### src/rtl/proj_pkg.sv
// Shared constants, types and helpers for the streaming extender.
// One-hot base encoding used by the GFM matcher interface.
package proj_pkg;

    localparam int EXT_FRAG_SIZE  = 64;
    localparam int EXT_KMER_SIZE  = 16;
    localparam int EXT_PART_BASES = 8;
    localparam int EXT_PARTS      = EXT_FRAG_SIZE / EXT_PART_BASES;
    localparam int EXT_OFFSET     = (EXT_FRAG_SIZE - EXT_KMER_SIZE) >> 1;

    typedef enum logic {
        IDLE   = 1'b0,
        STREAM = 1'b1
    } ext_state_t;

    typedef logic [1:0] base_t;
    typedef logic [3:0] onehot_t;

    function automatic onehot_t base_to_onehot(input base_t b);
        onehot_t r;
        r = 4'b0000;
        case (b)
            2'b00:   r = 4'b0001;
            2'b01:   r = 4'b0010;
            2'b10:   r = 4'b0100;
            default: r = 4'b1000;
        endcase
        return r;
    endfunction

endpackage

### src/rtl/proj_extender_part_enc.sv
// Combinational one-hot encoder for one output part.
// Complements each base when reverse-complement is requested.
module proj_extender_part_enc
    import proj_pkg::*;
#(
    parameter int PART_BASES = EXT_PART_BASES
) (
    input  logic [PART_BASES*2-1:0] bases_i,
    input  logic                    rc_i,
    output logic [PART_BASES*4-1:0] gfm_o
);

    always_comb begin
        base_t b;
        gfm_o = '0;
        b     = 2'b00;
        for (int j = 0; j < PART_BASES; j++) begin
            b = bases_i[j*2 +: 2];
            if (rc_i) b = ~b;
            gfm_o[j*4 +: 4] = base_to_onehot(b);
        end
    end

endmodule

### src/rtl/proj_extender_stream.sv
// Handshaked extender: one job in, PARTS beats out per valid index.
// Beats carry offset-corrected signed index and a one-hot fragment part.
module proj_extender_stream
    import proj_pkg::*;
#(
    parameter int FRAG_SIZE         = EXT_FRAG_SIZE,
    parameter int KMER_SIZE         = EXT_KMER_SIZE,
    parameter int INDICES_COUNT     = 8,
    parameter int INDICE_LEN        = 16,
    parameter int SIGNED_INDICE_LEN = 17,
    parameter int PART_BASES        = EXT_PART_BASES,
    parameter int BASE_LEN          = 2,
    parameter int ONE_HOT_LEN       = 4,
    localparam int FLB   = FRAG_SIZE * BASE_LEN,
    localparam int PARTS = FRAG_SIZE / PART_BASES,
    localparam int CW    = $clog2(INDICES_COUNT + 1),
    localparam int PW    = (PARTS > 1) ? $clog2(PARTS) : 1,
    localparam int IW    = (INDICES_COUNT > 1) ? $clog2(INDICES_COUNT) : 1
) (
    input  logic                                clk,
    input  logic                                rst,
    input  logic                                in_valid,
    output logic                                in_ready,
    input  logic [FLB-1:0]                      in_fragment,
    input  logic [INDICES_COUNT*INDICE_LEN-1:0] in_kmer_indices,
    input  logic [CW-1:0]                       in_indices_cnt,
    input  logic                                in_rc,
    output logic                                out_valid,
    input  logic                                out_ready,
    output logic [SIGNED_INDICE_LEN-1:0]        out_index,
    output logic                                out_neg,
    output logic [PART_BASES*ONE_HOT_LEN-1:0]   out_gfm,
    output logic [PW-1:0]                       out_part_idx,
    output logic                                out_first,
    output logic                                out_last
);

    localparam int OFFSET = (FRAG_SIZE - KMER_SIZE) >> 1;

    ext_state_t                        state_q, state_d;
    logic [PW-1:0]                     part_q, part_d;
    logic [IW-1:0]                     idx_q, idx_d;
    logic [FLB-1:0]                    frag_q, frag_d;
    logic [INDICES_COUNT*INDICE_LEN-1:0] inds_q, inds_d;
    logic [CW-1:0]                     cnt_q, cnt_d;
    logic                              rc_q, rc_d;

    logic [CW-1:0]                     cnt_sat;
    logic                              last_part;
    logic                              last_idx;
    logic [INDICE_LEN-1:0]             cur_ind;
    logic [SIGNED_INDICE_LEN-1:0]      index_raw;
    logic [PART_BASES*BASE_LEN-1:0]    sel_bases;
    logic [PART_BASES*ONE_HOT_LEN-1:0] gfm_raw;

    assign cnt_sat   = (in_indices_cnt > CW'(INDICES_COUNT))
                     ? CW'(INDICES_COUNT) : in_indices_cnt;
    assign last_part = (part_q == PW'(PARTS - 1));
    assign last_idx  = (CW'(idx_q) == cnt_q - CW'(1));

    always_comb begin
        state_d  = state_q;
        part_d   = part_q;
        idx_d    = idx_q;
        frag_d   = frag_q;
        inds_d   = inds_q;
        cnt_d    = cnt_q;
        rc_d     = rc_q;
        in_ready = 1'b0;
        out_valid = 1'b0;
        case (state_q)
            IDLE: begin
                in_ready = 1'b1;
                if (in_valid) begin
                    frag_d = in_fragment;
                    inds_d = in_kmer_indices;
                    cnt_d  = cnt_sat;
                    rc_d   = in_rc;
                    part_d = '0;
                    idx_d  = '0;
                    if (cnt_sat != '0) state_d = STREAM;
                end
            end
            default: begin
                out_valid = 1'b1;
                if (out_ready) begin
                    if (last_part) begin
                        part_d = '0;
                        if (last_idx) begin
                            idx_d   = '0;
                            state_d = IDLE;
                        end else begin
                            idx_d = idx_q + IW'(1);
                        end
                    end else begin
                        part_d = part_q + PW'(1);
                    end
                end
            end
        endcase
    end

    always_ff @(posedge clk) begin
        if (rst) begin
            state_q <= IDLE;
            part_q  <= '0;
            idx_q   <= '0;
            frag_q  <= '0;
            inds_q  <= '0;
            cnt_q   <= '0;
            rc_q    <= 1'b0;
        end else begin
            state_q <= state_d;
            part_q  <= part_d;
            idx_q   <= idx_d;
            frag_q  <= frag_d;
            inds_q  <= inds_d;
            cnt_q   <= cnt_d;
            rc_q    <= rc_d;
        end
    end

    // Reverse-complement walks the fragment from its far end.
    always_comb begin
        int bi;
        bi        = 0;
        sel_bases = '0;
        for (int j = 0; j < PART_BASES; j++) begin
            bi = int'(part_q) * PART_BASES + j;
            if (rc_q) bi = FRAG_SIZE - 1 - bi;
            sel_bases[j*BASE_LEN +: BASE_LEN] = frag_q[bi*BASE_LEN +: BASE_LEN];
        end
    end

    proj_extender_part_enc #(
        .PART_BASES(PART_BASES)
    ) u_enc (
        .bases_i(sel_bases),
        .rc_i   (rc_q),
        .gfm_o  (gfm_raw)
    );

    assign cur_ind   = inds_q[int'(idx_q)*INDICE_LEN +: INDICE_LEN];
    assign index_raw = {1'b0, cur_ind} - SIGNED_INDICE_LEN'(OFFSET);

    assign out_index    = out_valid ? index_raw : '0;
    assign out_neg      = out_index[SIGNED_INDICE_LEN-1];
    assign out_gfm      = out_valid ? gfm_raw : '0;
    assign out_part_idx = out_valid ? part_q : '0;
    assign out_first    = out_valid && (part_q == '0);
    assign out_last     = out_valid && last_part && last_idx;

endmodule

### config.mk
export PLATFORM = sky130hd
export DESIGN_NAME = proj_extender_stream
export DESIGN_NICKNAME = d
export VERILOG_FILES = /design/src/rtl/proj_pkg.sv /design/src/rtl/proj_extender_part_enc.sv /design/src/rtl/proj_extender_stream.sv
export SDC_FILE = /design/constraint.sdc
export NUM_CORES = 1
export LEC_CHECK = 0
export BUFFER_PORTS_ARGS = -buffer_cell sky130_fd_sc_hd__buf_2
export CORE_ASPECT_RATIO = 0.5
export CORE_MARGIN = 5
export CORE_UTILIZATION = 48
export CTS_CLUSTER_DIAMETER = 50
export DETAILED_ROUTE_END_ITERATION = 8
export GPL_ROUTABILITY_DRIVEN = 0
export PLACE_DENSITY = 0.84
export SYNTH_ARGS = -nofsm -noshare
export SYNTH_HDL_FRONTEND = slang
export SYNTH_SLANG_ARGS = --single-unit
### constraint.sdc
create_clock -name clk -period 4.2 [get_ports clk]
set_clock_uncertainty 0.05 [all_clocks]
set_input_delay 0.63 -clock clk [delete_from_list [all_inputs] [get_ports clk]]
set_output_delay 0.63 -clock clk [all_outputs]
set_load 0.02 [all_outputs]
Yosys cells after proc, flatten, opt, wreduce, memory -nomap -nowiden
Cells that the tools add are included.
- add/subtract/negate cells: 19
- order comparisons: 1
- eq/ne operators: 20
- shifts and indexed selects: 9
- mux-type cells: 44
- bitwise gates (word level): 9
- reductions and logical operators: 17
- operator list (kind ; number):
    $shiftx 128x32->2 ; 8
    $mux 31 ; 8
    $shiftx 128x8->16 ; 1
    $pmux 4 s3 ; 8
    $sub 6x7->8 const A ; 7
    $mux 32 ; 1
    $add 6x3->7 const B ; 4
    $mux 3 ; 9
    $mux 17 ; 1
    $sub 16x5->17 const B ; 1
    $eq 2x1->1 const B ; 8
    $eq 2x2->1 const B ; 8
    $logic_not 2->1 ; 8
    $mux 2 ; 8
    $not 2->2 ; 8
    $add 6x2->7 const B ; 2
    $mux 1 ; 8
    $add 6x1->7 const B ; 1
    $sub 6x6->7 const A ; 1
    $add 3x1->3 const B ; 2
    $eq 3x4->1 ; 1
    $gt 4x4->1 const B ; 1
    $mux 4 ; 1
    $reduce_and 2->1 ; 2
    10 further kinds ; 12
- flip-flop bits (word level): 268
- word-level logic and storage cells: 126

Longest topological paths before layout
- depth in word-level cells: 9
- mapped depth: 11

Hierarchy
Synthesis repeated with hierarchy kept, for this count alone.
- cells, all modules: 1536
- area, all modules: 13462.9 µm²
- modules (own cells, without submodules) (module ; times used ; cells each ; area each (µm²) ; sequential area each (µm²)):
    proj_extender_stream ; 1 ; 1459 ; 12911.1 ; 5365.1
    proj_extender_part_enc ; 1 ; 77 ; 551.8 ; 0.0

Worst setup path after synthesis
No wires, ideal clock.
- path type: reg2out
- from: register idx_q[2]
- to: output port out_index[15]
- data arrival time: 2.672 ns
- data required time: 3.520 ns
- slack: 0.848 ns
- stages on the path, launching flop included: 12
- path buffers: 4
- cell sequence: dfxtp_1 buf_2 buf_2 buf_1 mux2_2 ha_1 inv_1 and4_1 buf_2 nand4_1 xnor2_1 nor2_1
- cells in the longest elaborated chain, start to end: 3
- ends and longest elaborated chain (what ; RTL line ; source):
    start, declared ; proj_extender_stream.sv:42 ; logic [IW-1:0] idx_q, idx_d;
    start signal, assigned ; proj_extender_stream.sv:115 ; idx_q <= idx_d;
    $shiftx 128x8->16 ; proj_extender_stream.sv:143 ; assign cur_ind = inds_q[int'(idx_q)*INDICE_LEN +: INDICE_LEN];
    $sub 16x5->17 ; proj_extender_stream.sv:144 ; assign index_raw = {1'b0, cur_ind} - SIGNED_INDICE_LEN'(OFFSET);
    $mux 17 ; proj_extender_stream.sv:146 ; assign out_index = out_valid ? index_raw : '0;
    end, declared ; proj_extender_stream.sv:30 ; output logic [SIGNED_INDICE_LEN-1:0] out_index,
No other way between the ends.

Worst setup path in the final report
- from: register part_q[0]
- to: output port out_gfm[6]
- cells in the longest elaborated chain, start to end: 9
- elaborated cells between the ends (all ways): 11
- ends and longest elaborated chain (what ; RTL line ; source):
    start, declared ; proj_extender_stream.sv:41 ; logic [PW-1:0] part_q, part_d;
    start signal, assigned ; proj_extender_stream.sv:114 ; part_q <= part_d;
    $add 6x1->7 (*) ; proj_extender_stream.sv:129 ; bi = int'(part_q) * PART_BASES + j;
    $sub 6x7->8 ; proj_extender_stream.sv:130 ; if (rc_q) bi = FRAG_SIZE - 1 - bi;
    $mux 31 (*) ; proj_extender_stream.sv:130 ;
    $shiftx 128x32->2 (*) ; proj_extender_stream.sv:131 ; sel_bases[j*BASE_LEN +: BASE_LEN] = frag_q[bi*BASE_LEN +: BASE_LEN];
    $not 2->2 ; proj_extender_part_enc.sv:19 ; if (rc_i) b = ~b;
    $mux 2 (*) ; proj_extender_part_enc.sv:19 ;
    $eq 2x2->1 (tied with other cells) ; proj_pkg.sv:22 ; case (b)
    $pmux 4 s3 (*) ; proj_pkg.sv:22 ;
    $mux 32 (*) ; proj_extender_stream.sv:148 ; assign out_gfm = out_valid ? gfm_raw : '0;
    end, declared ; proj_extender_stream.sv:32 ; output logic [PART_BASES*ONE_HOT_LEN-1:0] out_gfm,
Every way passes the cells marked *; elsewhere a longest branch is shown, timed or not.

==> impl_results.md <==
- Clk slew on worst S/H paths: 0.07 ns
- Core area: 27700 um^2
- Pleak: 6.37 nW
- Max_slew headroom: between 10% and 20%
- Status: finished, final reports clean
- Total power: 6.03 mW
- Root Driver: clkbuf_16
- Final min period: 4.03 ns
- Fillers: 2499
- Setup TNS: 0 ns
- Met3 GRT Util: 3.84%
- Fin. Hold Viols: 0
- Met1 Resource Use GR: 32.4%
- Mapped Cells: 1660
- Layout cell share with drive strength beyond 1: approximately a quarter
- Syn. warnings: 0
- CTS tree: built
- CTS H-tree lvls: 1
- Fmax: 248 MHz
- Layer with the highest usage: met2
- RSZ-0062 raised after global routing: no
- Later-pin clock latency in the skew report: 0.54 ns
- N_diodes: 0
- DRC: 0
- DRT iter0 DRCs: 1576
- Initial Util: 48.6%
- Worst-Margin Slew: 1.21 ns
- Crit path launch type: flop
- Worst EP required: 3.52 ns
- Largest net degree at the start of global routing: 263
- Clock Tree Buf Depth: 3
- First drt pass iteration count: 6
- Slew Limit Fails: 0
- Peak supply drop: 0.257 mV
- CP Data Arrival Time: 3.35 ns
- Routed len/inst: 18.6 um
- Non-Filler Instances: 2286
- Crit Path Class: flop to primary output
- I/O Buffers: 321
- Commonest cells after routing, fill and taps aside: nand2_1 (558), buf_2 (320), a21oi_1 (297)
- Synth cell types: 60
- Asr flop ratio synth: 0%
- Post-layout util: a little under three fifths
- Synth Flop Type: dfxtp_1
- # rows: 43
- Worst setup EP type: primary output
- Setup-failing EPs final: 0
- Syn nets: 1931
- Chip height: ~130 um
- Seq cells post-synth: around 270
- EDFF count, synth: 0
- Met2 Use GR: between 40% and 50%
- Seq/Total Area, Yosys: around 40%
- Detailed-placement wirelength estimate: 30900 um
- Antenna violations before repair: 0
- Via count: 12970
- Global route total overflow: 0
- Layout area overhead: 18.4%
- IO Pins: approximately 320
- Critical Path Fanout Max: 46
- Setup Fix Bufs, Post-CTS: 0
- NumNets Final: 2158
- Final Cycle Share: 96.0%
- Drt via density: 5.67
- Mapped Area: ~13000 um^2
- GR Util All Layers: about a quarter
- Worst min path class: primary input to flop
- Placed Cells incl. Taps: 2242
- Die Wd: about 250 um
- Syn_area_per_cell: roughly 8.1 um^2
- Num Clock Sinks: 268
- First-pass GRT wire length: 65100 um
- Vias in the first global route: approximately 12000
- Post-Route WL: 42600 um
- Pwr dens: 379 nW/um^2
- Number of buffers created by CTS: 25
- ANT nets after route: 0
- Max Cap Viol: 0
- Commonest non-fill, non-tap cell in the layout: nand2_1
- Hold Buf Count CTS: 0
- DIE AREA: roughly 32000 um^2
[path summary, 6_finish.rpt]
check | start | to | slack, ns | cells past startpoint
worst max register to register | part_q[0]$_SDFFE_PP0P_ | idx_q[2]$_SDFFE_PP0P_ | 1.14 | 8
worst max-delay path | part_q[0]$_SDFFE_PP0P_ | out_gfm[6] | 0.17 | 7
worst min register to register | inds_q[103]$_SDFFE_PP0P_ | inds_q[103]$_SDFFE_PP0P_ | 0.40 | 2
worst min-delay path | in_fragment[78] | frag_q[78]$_SDFFE_PP0P_ | 0.28 | 3
[synth_stat cells, types with 3 or more instances]
library cell  count  area [um^2]
buf_2            18         90.1
a211oi_1          8         60.1
and3_1           13         81.3
inv_1             9         33.8
nand2b_1         19          119
and2_1           16          100
nor3_1           16         80.1
a32oi_1           3         26.3
or3_1             3         18.8
xnor2_1           8         70.1
buf_1            12         45.0
dfxtp_1         268         5370
clkbuf_1        101          379
and4_1            3         26.3
mux4_2           62         1400
o21ai_0           5         25.0
mux2i_1          35          350
nand2_1         559         2100
nor2b_1          17          106
mux2_2           17          191
nor3b_1          10         75.1
a22o_1           13          114
buf_4             7         52.6
a21oi_1         297         1490
nand3b_1          3         22.5
mux2i_4           3         67.6
a21oi_2           4         35.0
a22oi_1          29          218
ha_1              6         75.1
buf_6             6         67.6
nor2_1           27          101
o22ai_1          14         87.6
nand3_1          11         55.1
[metrics by stage]
stage	worst slack (ns)	hold slack [ns]	area (um^2)
2_1_floorplan	0.848	0.383	13500
3_3_place_gp	0.701	0.390	15100
3_5_place_dp	0.607	0.397	15100
4_1_cts	0.0328	0.263	15900
5_1_grt	0.00376	0.265	15900
6_report	0.169	0.276	15900
[state kept, by name (all words and copies together) (netlist names)]
name     count
idx_q        3
cnt_q        4
frag_q     128
rc_q         1
state_q      1
part_q       3
inds_q     128
[logic make-up after synthesis]
family	synth area share, %
flops	39.9
fa+ha+maj	0.558
simple gates	22.0
buf+inv	5.14
mux	15.1
compound gates	16.6
xor+xnor	0.651
[area by class of cell]
class	count	area (um^2)	area share [%]
multi-input cells	1237	7410	46.5
flip-flops and latches	268	5380	33.8
repair buffers	345	1830	11.5
clock buffers	34	721	4.53
well taps	382	478	3.00
clock inverters	10	67.6	0.424
inverters	10	37.5	0.236
[routing by layer]
metal,part of all wire [%],vias up
li1,-,6162
met1,39,6116
met2,49,558
met3,6.3,134
met4,5.4,0
met5,0,-
[where the power goes]
part           internal (mW)  total, mW  switching (mW)
combinational          0.404      0.998           0.594
clock                   1.21       2.21            1.00
sequential              2.70       2.83           0.130
total                   4.31       6.03            1.72
[critical path, cell delays in order (launching register included)]
cell	delay [ns]
dfxtp_4	0.73
buf_12	0.31
mux4_2	0.58
and2_1	0.18
a211oi_1	0.44
a21oi_1	0.14
nor3_1	0.21
buf_2	0.20
[timing repair]
action / in CTS / in global routing
gates resized for setup: 0 / 2
hold endpoints to repair: 0 / 0
setup endpoints to repair: 0 / 9
No activity file was read; power rests on OpenSTA's default activity.
